[src/rtl/result_lcd_writer_if.sv]
// result_lcd_writer_if: load/status handshake and HD44780 write bus of the result display back-end
interface result_lcd_writer_if;
    logic [5:0] result_i;
    logic       load_i;
    logic       busy_o;
    logic       done_o;
    logic       lcd_rs;
    logic       lcd_rw;
    logic       lcd_e;
    logic [7:0] lcd_data;
    modport master (
        output result_i, load_i,
        input  busy_o, done_o, lcd_rs, lcd_rw, lcd_e, lcd_data
    );
    modport slave (
        input  result_i, load_i,
        output busy_o, done_o, lcd_rs, lcd_rw, lcd_e, lcd_data
    );
endinterface

[src/rtl/result_lcd_writer.sv]
// result_lcd_writer: converts a 6-bit result to two decimal chars and writes them to an HD44780 LCD
module result_lcd_writer #(
    parameter logic [6:0]  DDRAM_ADDR   = 7'h00,
    parameter int unsigned E_PULSE_CYC  = 12,
    parameter int unsigned CMD_WAIT_CYC = 2000
) (
    input logic               clk,
    input logic               rst,
    result_lcd_writer_if.slave bus
);
    typedef enum logic [2:0] {IDLE, CONV, SETUP, PULSE, WAIT, DONE} state_t;
    localparam logic [15:0] E_LOAD = 16'(E_PULSE_CYC - 1);
    localparam logic [15:0] W_LOAD = 16'(CMD_WAIT_CYC - 1);
    state_t      state_q, state_d;
    logic [5:0]  rem_q, rem_d;
    logic [2:0]  tens_q, tens_d;
    logic [1:0]  idx_q, idx_d;
    logic [15:0] cnt_q, cnt_d;
    logic        rs_q, rs_d, e_q, e_d, busy_q, busy_d, done_q, done_d;
    logic [7:0]  data_q, data_d;
    always_ff @(posedge clk) begin
        if (!rst) begin
            state_q <= IDLE;
            rem_q   <= '0;
            tens_q  <= '0;
            idx_q   <= '0;
            cnt_q   <= '0;
            rs_q    <= 1'b0;
            e_q     <= 1'b0;
            busy_q  <= 1'b0;
            done_q  <= 1'b0;
            data_q  <= '0;
        end else begin
            state_q <= state_d;
            rem_q   <= rem_d;
            tens_q  <= tens_d;
            idx_q   <= idx_d;
            cnt_q   <= cnt_d;
            rs_q    <= rs_d;
            e_q     <= e_d;
            busy_q  <= busy_d;
            done_q  <= done_d;
            data_q  <= data_d;
        end
    end
    always_comb begin
        state_d = state_q;
        rem_d   = rem_q;
        tens_d  = tens_q;
        idx_d   = idx_q;
        cnt_d   = cnt_q;
        case (state_q)
            IDLE: if (bus.load_i) begin
                state_d = CONV;
                rem_d   = bus.result_i;
                tens_d  = '0;
                idx_d   = '0;
            end
            CONV: if (rem_q >= 6'd10) begin
                rem_d  = rem_q - 6'd10;
                tens_d = tens_q + 3'd1;
            end else begin
                state_d = SETUP;
            end
            SETUP: begin
                state_d = PULSE;
                cnt_d   = E_LOAD;
            end
            PULSE: if (cnt_q == '0) begin
                state_d = WAIT;
                cnt_d   = W_LOAD;
            end else begin
                cnt_d = cnt_q - 16'd1;
            end
            WAIT: if (cnt_q != '0) begin
                cnt_d = cnt_q - 16'd1;
            end else if (idx_q < 2'd2) begin
                state_d = SETUP;
                idx_d   = idx_q + 2'd1;
            end else begin
                state_d = DONE;
            end
            default: state_d = IDLE;
        endcase
    end
    // Outputs are registered from the next state so lcd_e cannot glitch; the bus byte only changes on SETUP entry.
    always_comb begin
        e_d    = state_d == PULSE;
        busy_d = state_d inside {CONV, SETUP, PULSE, WAIT};
        done_d = state_d == DONE;
        rs_d   = state_d == SETUP ? idx_d != 2'd0 : rs_q;
        data_d = state_d != SETUP ? data_q :
                 idx_d == 2'd0    ? 8'h80 | {1'b0, DDRAM_ADDR} :
                 idx_d == 2'd1    ? (tens_q == 3'd0 ? 8'h20 : 8'h30 + {5'd0, tens_q}) :
                                    8'h30 + {2'd0, rem_q};
    end
    assign bus.busy_o   = busy_q;
    assign bus.done_o   = done_q;
    assign bus.lcd_rs   = rs_q;
    assign bus.lcd_rw   = 1'b0;
    assign bus.lcd_e    = e_q;
    assign bus.lcd_data = data_q;
endmodule

[src/flat_wrapper.sv]
// flat-port wrapper written by rule: the top's interface ports become plain ports
module result_lcd_writer_flat 
#(
    parameter logic [6:0]  DDRAM_ADDR   = 7'h00,
    parameter int unsigned E_PULSE_CYC  = 12,
    parameter int unsigned CMD_WAIT_CYC = 2000
)
  (clk, rst, bus_result_i, bus_load_i, bus_busy_o, bus_done_o, bus_lcd_rs, bus_lcd_rw, bus_lcd_e, bus_lcd_data);
  result_lcd_writer_if bus_i ();
  input logic clk;
  input logic rst;
  input wire logic [$bits(bus_i.result_i)-1:0] bus_result_i;
  input wire logic [$bits(bus_i.load_i)-1:0] bus_load_i;
  output wire logic [$bits(bus_i.busy_o)-1:0] bus_busy_o;
  output wire logic [$bits(bus_i.done_o)-1:0] bus_done_o;
  output wire logic [$bits(bus_i.lcd_rs)-1:0] bus_lcd_rs;
  output wire logic [$bits(bus_i.lcd_rw)-1:0] bus_lcd_rw;
  output wire logic [$bits(bus_i.lcd_e)-1:0] bus_lcd_e;
  output wire logic [$bits(bus_i.lcd_data)-1:0] bus_lcd_data;
  assign bus_i.result_i = bus_result_i;
  assign bus_i.load_i = bus_load_i;
  assign bus_busy_o = bus_i.busy_o;
  assign bus_done_o = bus_i.done_o;
  assign bus_lcd_rs = bus_i.lcd_rs;
  assign bus_lcd_rw = bus_i.lcd_rw;
  assign bus_lcd_e = bus_i.lcd_e;
  assign bus_lcd_data = bus_i.lcd_data;
  result_lcd_writer #(.DDRAM_ADDR(DDRAM_ADDR), .E_PULSE_CYC(E_PULSE_CYC), .CMD_WAIT_CYC(CMD_WAIT_CYC)) u_core (.clk(clk), .rst(rst), .bus(bus_i));
endmodule
[config.mk]
export PLATFORM = sky130hd
export DESIGN_NAME = result_lcd_writer_flat
export DESIGN_NICKNAME = d
export VERILOG_FILES = /design/src/rtl/result_lcd_writer_if.sv /design/src/rtl/result_lcd_writer.sv /design/src/flat_wrapper.sv
export SDC_FILE = /design/constraint.sdc
export NUM_CORES = 1
export LEC_CHECK = 0
export ABC_AREA = 1
export ABC_CLOCK_PERIOD_IN_PS = 4800
export CORE_MARGIN = 2
export CORE_UTILIZATION = 61
export CTS_CLUSTER_DIAMETER = 150
export DETAILED_ROUTE_END_ITERATION = 8
export HOLD_SLACK_MARGIN = 0.03
export PLACE_DENSITY = 0.84
export SLEW_MARGIN = 20
export SYNTH_ARGS = -nofsm -noshare
export SYNTH_HDL_FRONTEND = slang
export SYNTH_SLANG_ARGS = --single-unit
[constraint.sdc]
create_clock -name clk -period 4.8 [get_ports clk]
set_input_delay 0.48 -clock clk [delete_from_list [all_inputs] [get_ports clk]]
set_output_delay 0.48 -clock clk [all_outputs]
set_load 0.05 [all_outputs]
==> flow_metrics.env, run 1 <==
export IMPL_area_delta_synth_final_pct=13.4
export IMPL_maxSlewViolCount=0
export IMPL_r2r_start="u_core.cnt_q[0]"
export IMPL_syn_avg_cell_area_um2=7.13
export IMPL_path_clk_slew_ns=0.08
export IMPL_antennaDiodeCount=0
export IMPL_cp_required_ns=5.04
export IMPL_fin_util=0.726
export IMPL_hp_class="reg2reg"
export IMPL_gp_congestion=0.895
export IMPL_drt_wl_total_mm=5.25
export IMPL_synth_seq_area_share=0.356
export IMPL_io_buffers=20
export IMPL_leakage_uw=0.00116
export IMPL_fin_crit_sh=0.521
export IMPL_cp_end_kind="register"
export IMPL_cap_viol_max_count=0
export IMPL_cts_tree="built"
export IMPL_grt_pass1_vias=1993
export IMPL_powerDensity_nw_per_um2=717
export IMPL_io_pins=22
export IMPL_core_um2=3690
export IMPL_tightest_slew_ns=0.750
export IMPL_die_x_um=66.2
export IMPL_overflow=0
export IMPL_critPathLaunch="rst"
export IMPL_syn_cell_area_um2=2360
export IMPL_fin_nets=367
export IMPL_max_clock_freq_mhz=399
export IMPL_post_cts_setup_buffers=0
export IMPL_wire_per_inst_um=13.1
export IMPL_maxSlewHeadroom=0.497
export IMPL_skew_ns=0.00387
export IMPL_avgViaCountPerCell=5.43
export IMPL_ys_ff_latch=42
export IMPL_yosysMostFrequentCell="nand2_1"
export IMPL_dp_hpwl_mm=4.04
export IMPL_initial_core_util=0.640
export IMPL_first_iter_violations=155
export IMPL_syn_inst=331
export IMPL_route_vias_total=2179
export IMPL_grt_pass1_wl_mm=8.92
export IMPL_die_area_um2=4380
export IMPL_start_kind="input port"
export IMPL_r2r_slack_ns=2.59
export IMPL_synth_edf_count=0
export IMPL_syn_nets=346
export IMPL_crit_type="in2reg"
export IMPL_fin_setup_tns_ns=0
export IMPL_dieHeight_um=66.2
export IMPL_row_count=22
export IMPL_yosysWarnings=0
export IMPL_crit_end="u_core.cnt_q[14]"
export IMPL_first_pass_iters=4
export IMPL_synth_commonest_cells="75 x nand2_1, 42 x dfxtp_1, 40 x nor2_1"
export IMPL_cts_sinks=42
export IMPL_synth_top_cell_area_share=0.356
export IMPL_synth_top_cell_by_area="dfxtp_1"
export IMPL_ys_async_sr_fraction=0
export IMPL_arrival_ns=2.75
export IMPL_drc_errors=0
export IMPL_cts_hold_buf=0
export IMPL_cts_resized=0
export IMPL_drive_gt1_frac=0.139
export IMPL_cts_root_buffer="clkbuf_8"
export IMPL_synth_flop_cell="dfxtp_1"
export IMPL_antenna_found_initial=0
export IMPL_htreeDepth=2
export IMPL_cp_max_fo=25
export IMPL_max_vdd_ir_drop_mv=0.268
export IMPL_antenna_left=0
export IMPL_grt_max_degree=26
export IMPL_grt_use_total=0.269
export IMPL_yosysUniqueCellTypes=36
export IMPL_rr_worst_depth=11
export IMPL_nFillCells=311
export IMPL_synth_area_leaders="dfxtp_1 36%, nand2_1 12%, nor2_1 6.4%, inv_1 4.6%, a21oi_1 4.5%"
export IMPL_setup_viol=0
export IMPL_rsz0062_at_grt="false"
export IMPL_cts_made_buffers=5
export IMPL_cts_max_path_buffers=2
export IMPL_fin_crit_ns=2.50
export IMPL_clkLatencyLatePin_ns=0.30
export IMPL_r2r_end="u_core.cnt_q[8]"
export IMPL_status="completed"
export IMPL_finalHoldViolations=0
[worst max-delay path: stages]
cell and delay [ns]:
clkdlybuf4s50_1 0.71, clkinv_1 0.72, a21oi_1 0.38, inv_1 0.14, a21oi_1 0.16, o21a_1 0.14
[per-layer routing]
layer	track usage	vias up	share of wire
li1	-	1118	-
met1	0.328	998	0.43
met2	0.456	57	0.50
met3	0.0596	6	0.048
met4	0.110	0	0.013
met5	0	-	0
[layout make-up]
cell class,instances,area (µm²),area share
Multi-Input combinational cell,242,1330,0.497
Clock inverter,1,5.00,0.00187
Timing Repair Buffer,20,200,0.0748
Sequential cell,42,841,0.314
Tap cell,48,60.1,0.0224
Inverter,41,154,0.0575
Clock buffer,7,86.3,0.0322
[worst min path at each step]
stage	from	end	cells after the start
6_report	u_core.bus.lcd_data[0]	u_core.bus.lcd_data[0]	2
5_1_grt	u_core.bus.lcd_data[0]	u_core.bus.lcd_data[0]	2
4_1_cts	u_core.bus.lcd_data[0]	u_core.bus.lcd_data[0]	2
3_5_place_dp	u_core.bus.lcd_data[0]	u_core.bus.lcd_data[0]	2
3_3_place_gp	u_core.bus.lcd_data[0]	u_core.bus.lcd_data[0]	2
2_1_floorplan	u_core.cnt_q[0]	u_core.cnt_q[0]	1
[kinds of logic after synthesis]
family	synth area share
other cells	0.00159
fa+ha+maj	0.0318
simple gates	0.369
xor+xnor	0.0223
buf+inv	0.0800
flops	0.356
compound gates	0.139
[report_power, final]
part           internal (µW)  switching (µW)  total (µW)  leakage (µW)
logic                    384             791        1180      0.000775
clock network            116             120         236     0.0000482
registers                434            73.5         507      0.000342
[stage by stage]
stage / total power (µW) / hold slack [ns] / cells / worst slack, ns / cell area [µm²]
after floorplan: 1450 / 0.432 / 331 / 3.20 / 2360
after global placement: 1660 / 0.441 / 393 / 2.10 / 2590
after detailed placement: 1680 / 0.438 / 393 / 2.01 / 2590
after CTS: 1920 / 0.452 / 401 / 2.33 / 2680
after global routing: 2080 / 0.487 / 401 / 2.13 / 2680
final: 1920 / 0.449 / 401 / 2.30 / 2680
[flip-flops by register name, summed over array words and instances, names as in the netlist]
register             flops
u_core.cnt_q            16
u_core.idx_q             2
u_core.rem_q             6
u_core.tens_q            3
u_core.bus.lcd_e         1
u_core.bus.busy_o        1
u_core.bus.lcd_rs        1
u_core.bus.lcd_data      8
u_core.bus.done_o        1
u_core.state_q           3
[layout by cell type (no fill, tap or decap), types with 2 or more instances in the layout]
cell and instances:
nand2_1 75, nor2_2 6, clkbuf_8 6, o211ai_1 2, nor2_8 3, nand2_4 5, nand3_1 19, inv_1 29
a21oi_1 21, nor2_4 7, clkdlybuf4s50_1 20, nand3_2 2, o21ai_1 12, a31oi_1 5, nand2_2 7, nand4_1 5
xor2_1 5, clkinv_1 2, ha_1 6, o21ai_0 9, inv_2 10, nor2_1 40, a211oi_1 3, dfxtp_1 42
Note: power is estimated with default switching activity, not from simulation.
==> run 2: changes to the inputs <==
--- a/config.mk
+++ b/config.mk
@@ -6,13 +6,13 @@
 export NUM_CORES = 1
 export LEC_CHECK = 0
 export ABC_AREA = 1
-export ABC_CLOCK_PERIOD_IN_PS = 4800
+export ABC_CLOCK_PERIOD_IN_PS = 2260
 export CORE_MARGIN = 2
-export CORE_UTILIZATION = 61
+export CORE_UTILIZATION = 51
 export CTS_CLUSTER_DIAMETER = 150
 export DETAILED_ROUTE_END_ITERATION = 8
 export HOLD_SLACK_MARGIN = 0.03
-export PLACE_DENSITY = 0.84
+export PLACE_DENSITY = 0.75
 export SLEW_MARGIN = 20
 export SYNTH_ARGS = -nofsm -noshare
 export SYNTH_HDL_FRONTEND = slang
==> constraint.sdc (replaced) <==
create_clock -name clk -period 2.26 [get_ports clk]
set_input_delay 0.226 -clock clk [delete_from_list [all_inputs] [get_ports clk]]
set_output_delay 0.226 -clock clk [all_outputs]
set_load 0.05 [all_outputs]
==> run 2 against run 1 <==
  * Combinational power rose by 110%
  * Worst hold slack better by 0.0015 ns
  * Critical path depth grew 5
  * Via count about the same
  * Die area increased by 18%
  * Critical path type is now reg2reg
  * Flip-flop and latch count stayed put
  * Global-route usage decreased by 5.1 points
==> flow_metrics.env, run 2 (synthesis results as in run 1) <==
export IMPL_avgViaCountPerCell=5.32
export IMPL_area_delta_synth_final_pct=15.7
export IMPL_wire_per_inst_um=12.4
export IMPL_gp_congestion=0.857
export IMPL_path_buf_inv=2
export IMPL_maxSlewViolCount=0
export IMPL_tightest_slew_ns=0.507
export IMPL_powerDensity_nw_per_um2=1530
export IMPL_post_cts_setup_buffers=0
export IMPL_largest_reg_flops=16
export IMPL_regMostFlops="u_core.cnt_q"
export IMPL_initial_core_util=0.535
export IMPL_fin_crit_ns=1.94
export IMPL_power_frac_seq=0.256
export IMPL_core_um2=4410
export IMPL_setup_slack_ns=0.320
export IMPL_p_sw_frac=0.499
export IMPL_grt_pass1_wl_mm=9.00
export IMPL_cap_viol_max_count=0
export IMPL_drive_gt1_frac=0.148
export IMPL_antenna_left=0
export IMPL_p_comb_frac=0.600
export IMPL_max_clock_freq_mhz=515
export IMPL_arrival_ns=2.17
export IMPL_route_vias_total=2177
export IMPL_antenna_found_initial=0
export IMPL_internal_power_uw=2090
export IMPL_crit_type="reg2reg"
export IMPL_cp_required_ns=2.49
export IMPL_start_kind="register"
export IMPL_cp_common_cell="nand2_1"
export IMPL_place_ws_ns=0.369
export IMPL_finalHoldViolations=0
export IMPL_rsz0062_at_grt="false"
export IMPL_status="completed"
export IMPL_cp_top_family="simple AND/OR/NAND/NOR gates"
export IMPL_first_pass_iters=4
export IMPL_overflow=0
export IMPL_holdWs_ns=0.451
export IMPL_cts_hold_buf=0
export IMPL_cp_max_fo=9
export IMPL_worstPathCellList="inv_1 > ha_1 > nand2_4 > nor2_1 > nand2_1 > nand2_1 > nand2_1 > inv_2 > nor2_2 > nand4_1 > a21oi_1"
export IMPL_fin_crit_sh=0.858
export IMPL_layout_commonest_cell="nand2_1"
export IMPL_setup_viol=0
export IMPL_cp_end_kind="register"
export IMPL_first_iter_violations=114
export IMPL_power_switching_uw=2080
export IMPL_cts_sinks=42
export IMPL_antennaDiodeCount=0
export IMPL_hp_class="reg2reg"
export IMPL_worst_path_max_delay_cell="dfxtp_1"
export IMPL_drt_wl_total_mm=5.08
export IMPL_cts_max_path_buffers=2
export IMPL_path_clk_slew_ns=0.09
export IMPL_skew_ns=0.00962
export IMPL_cts_root_buffer="clkbuf_8"
export IMPL_dieHeight_um=72.0
export IMPL_htreeDepth=2
export IMPL_cts_resized=0
export IMPL_fin_setup_tns_ns=0
export IMPL_final_cell_mix="75 x nand2_1, 42 x dfxtp_1, 40 x nor2_1"
export IMPL_row_count=24
export IMPL_grt_max_degree=25
export IMPL_drc_errors=0
export IMPL_cts_tree="built"
export IMPL_io_pins=22
export IMPL_grt_pass1_vias=2072
export IMPL_io_buffers=20
export IMPL_die_x_um=72.0
export IMPL_die_area_um2=5190
export IMPL_fin_nets=371
export IMPL_max_stage_delay_ns=0.35
export IMPL_cts_made_buffers=5
export IMPL_leakage_uw=0.00119
export IMPL_max_vdd_ir_drop_mv=0.752
export IMPL_clockPowerShare=0.144
export IMPL_clkLatencyLatePin_ns=0.30
export IMPL_maxSlewHeadroom=0.661
export IMPL_dp_hpwl_mm=3.88
export IMPL_grt_use_total=0.218
run 2: cell type report:
cell class / count / area, µm²
tap: 52 / 65.1
multi-input combinational: 242 / 1330
fill: 398 / 1680
clock inverter: 2 / 37.5
timing repair buffer: 24 / 230
clock buffer: 6 / 72.6
sequential: 42 / 841
inverter: 41 / 154
run 2: power by group through the flow:
| stage | Sequential (µW) | Clock [µW] | Combinational (µW) |
|---|---|---|---|
| global placement | 1090 | 0 | 2450 |
| global route | 1100 | 638 | 2770 |
| CTS | 1070 | 608 | 2500 |
| detailed placement | 1080 | 0 | 2480 |
| floorplan | 1200 | 0 | 1890 |
| finish | 1070 | 598 | 2500 |
run 2: worst min-delay path: cells and delay by family, from the launching register on:
family        cells  cell delay (ns)
flops             1             0.32
simple gates      2             0.10
run 2: through the flow:
step,utilization,instances,area [µm²],total power [µW]
after floorplan,-,331,2360,3080
after global placement,0.594,401,2620,3540
after detailed placement,0.594,401,2620,3570
after CTS,0.619,409,2730,4170
after global routing,0.619,409,2730,4500
final,0.619,409,2730,4170
run 2: per-layer routing:
| layer | up-vias | part of all wire | GRT usage | wire length [µm] |
|---|---|---|---|---|
| li1 | 1117 | - | - | - |
| met1 | 1012 | 0.48 | 0.277 | 2450 |
| met2 | 38 | 0.46 | 0.368 | 2360 |
| met3 | 10 | 0.036 | 0.0458 | 184 |
| met4 | 0 | 0.018 | 0.0755 | 89 |
| met5 | - | 0 | 0 | 0 |
run 2: final timing paths:
path                          startpoint                endpoint  slack (ns)  cells after the start
hold / removal    u_core.bus.lcd_data[5]  u_core.bus.lcd_data[5]        0.45                      2
hold reg to reg   u_core.bus.lcd_data[5]  u_core.bus.lcd_data[5]        0.45                      2
setup / recovery         u_core.cnt_q[0]         u_core.cnt_q[8]        0.32                     11
setup reg to reg         u_core.cnt_q[0]         u_core.cnt_q[8]        0.32                     11
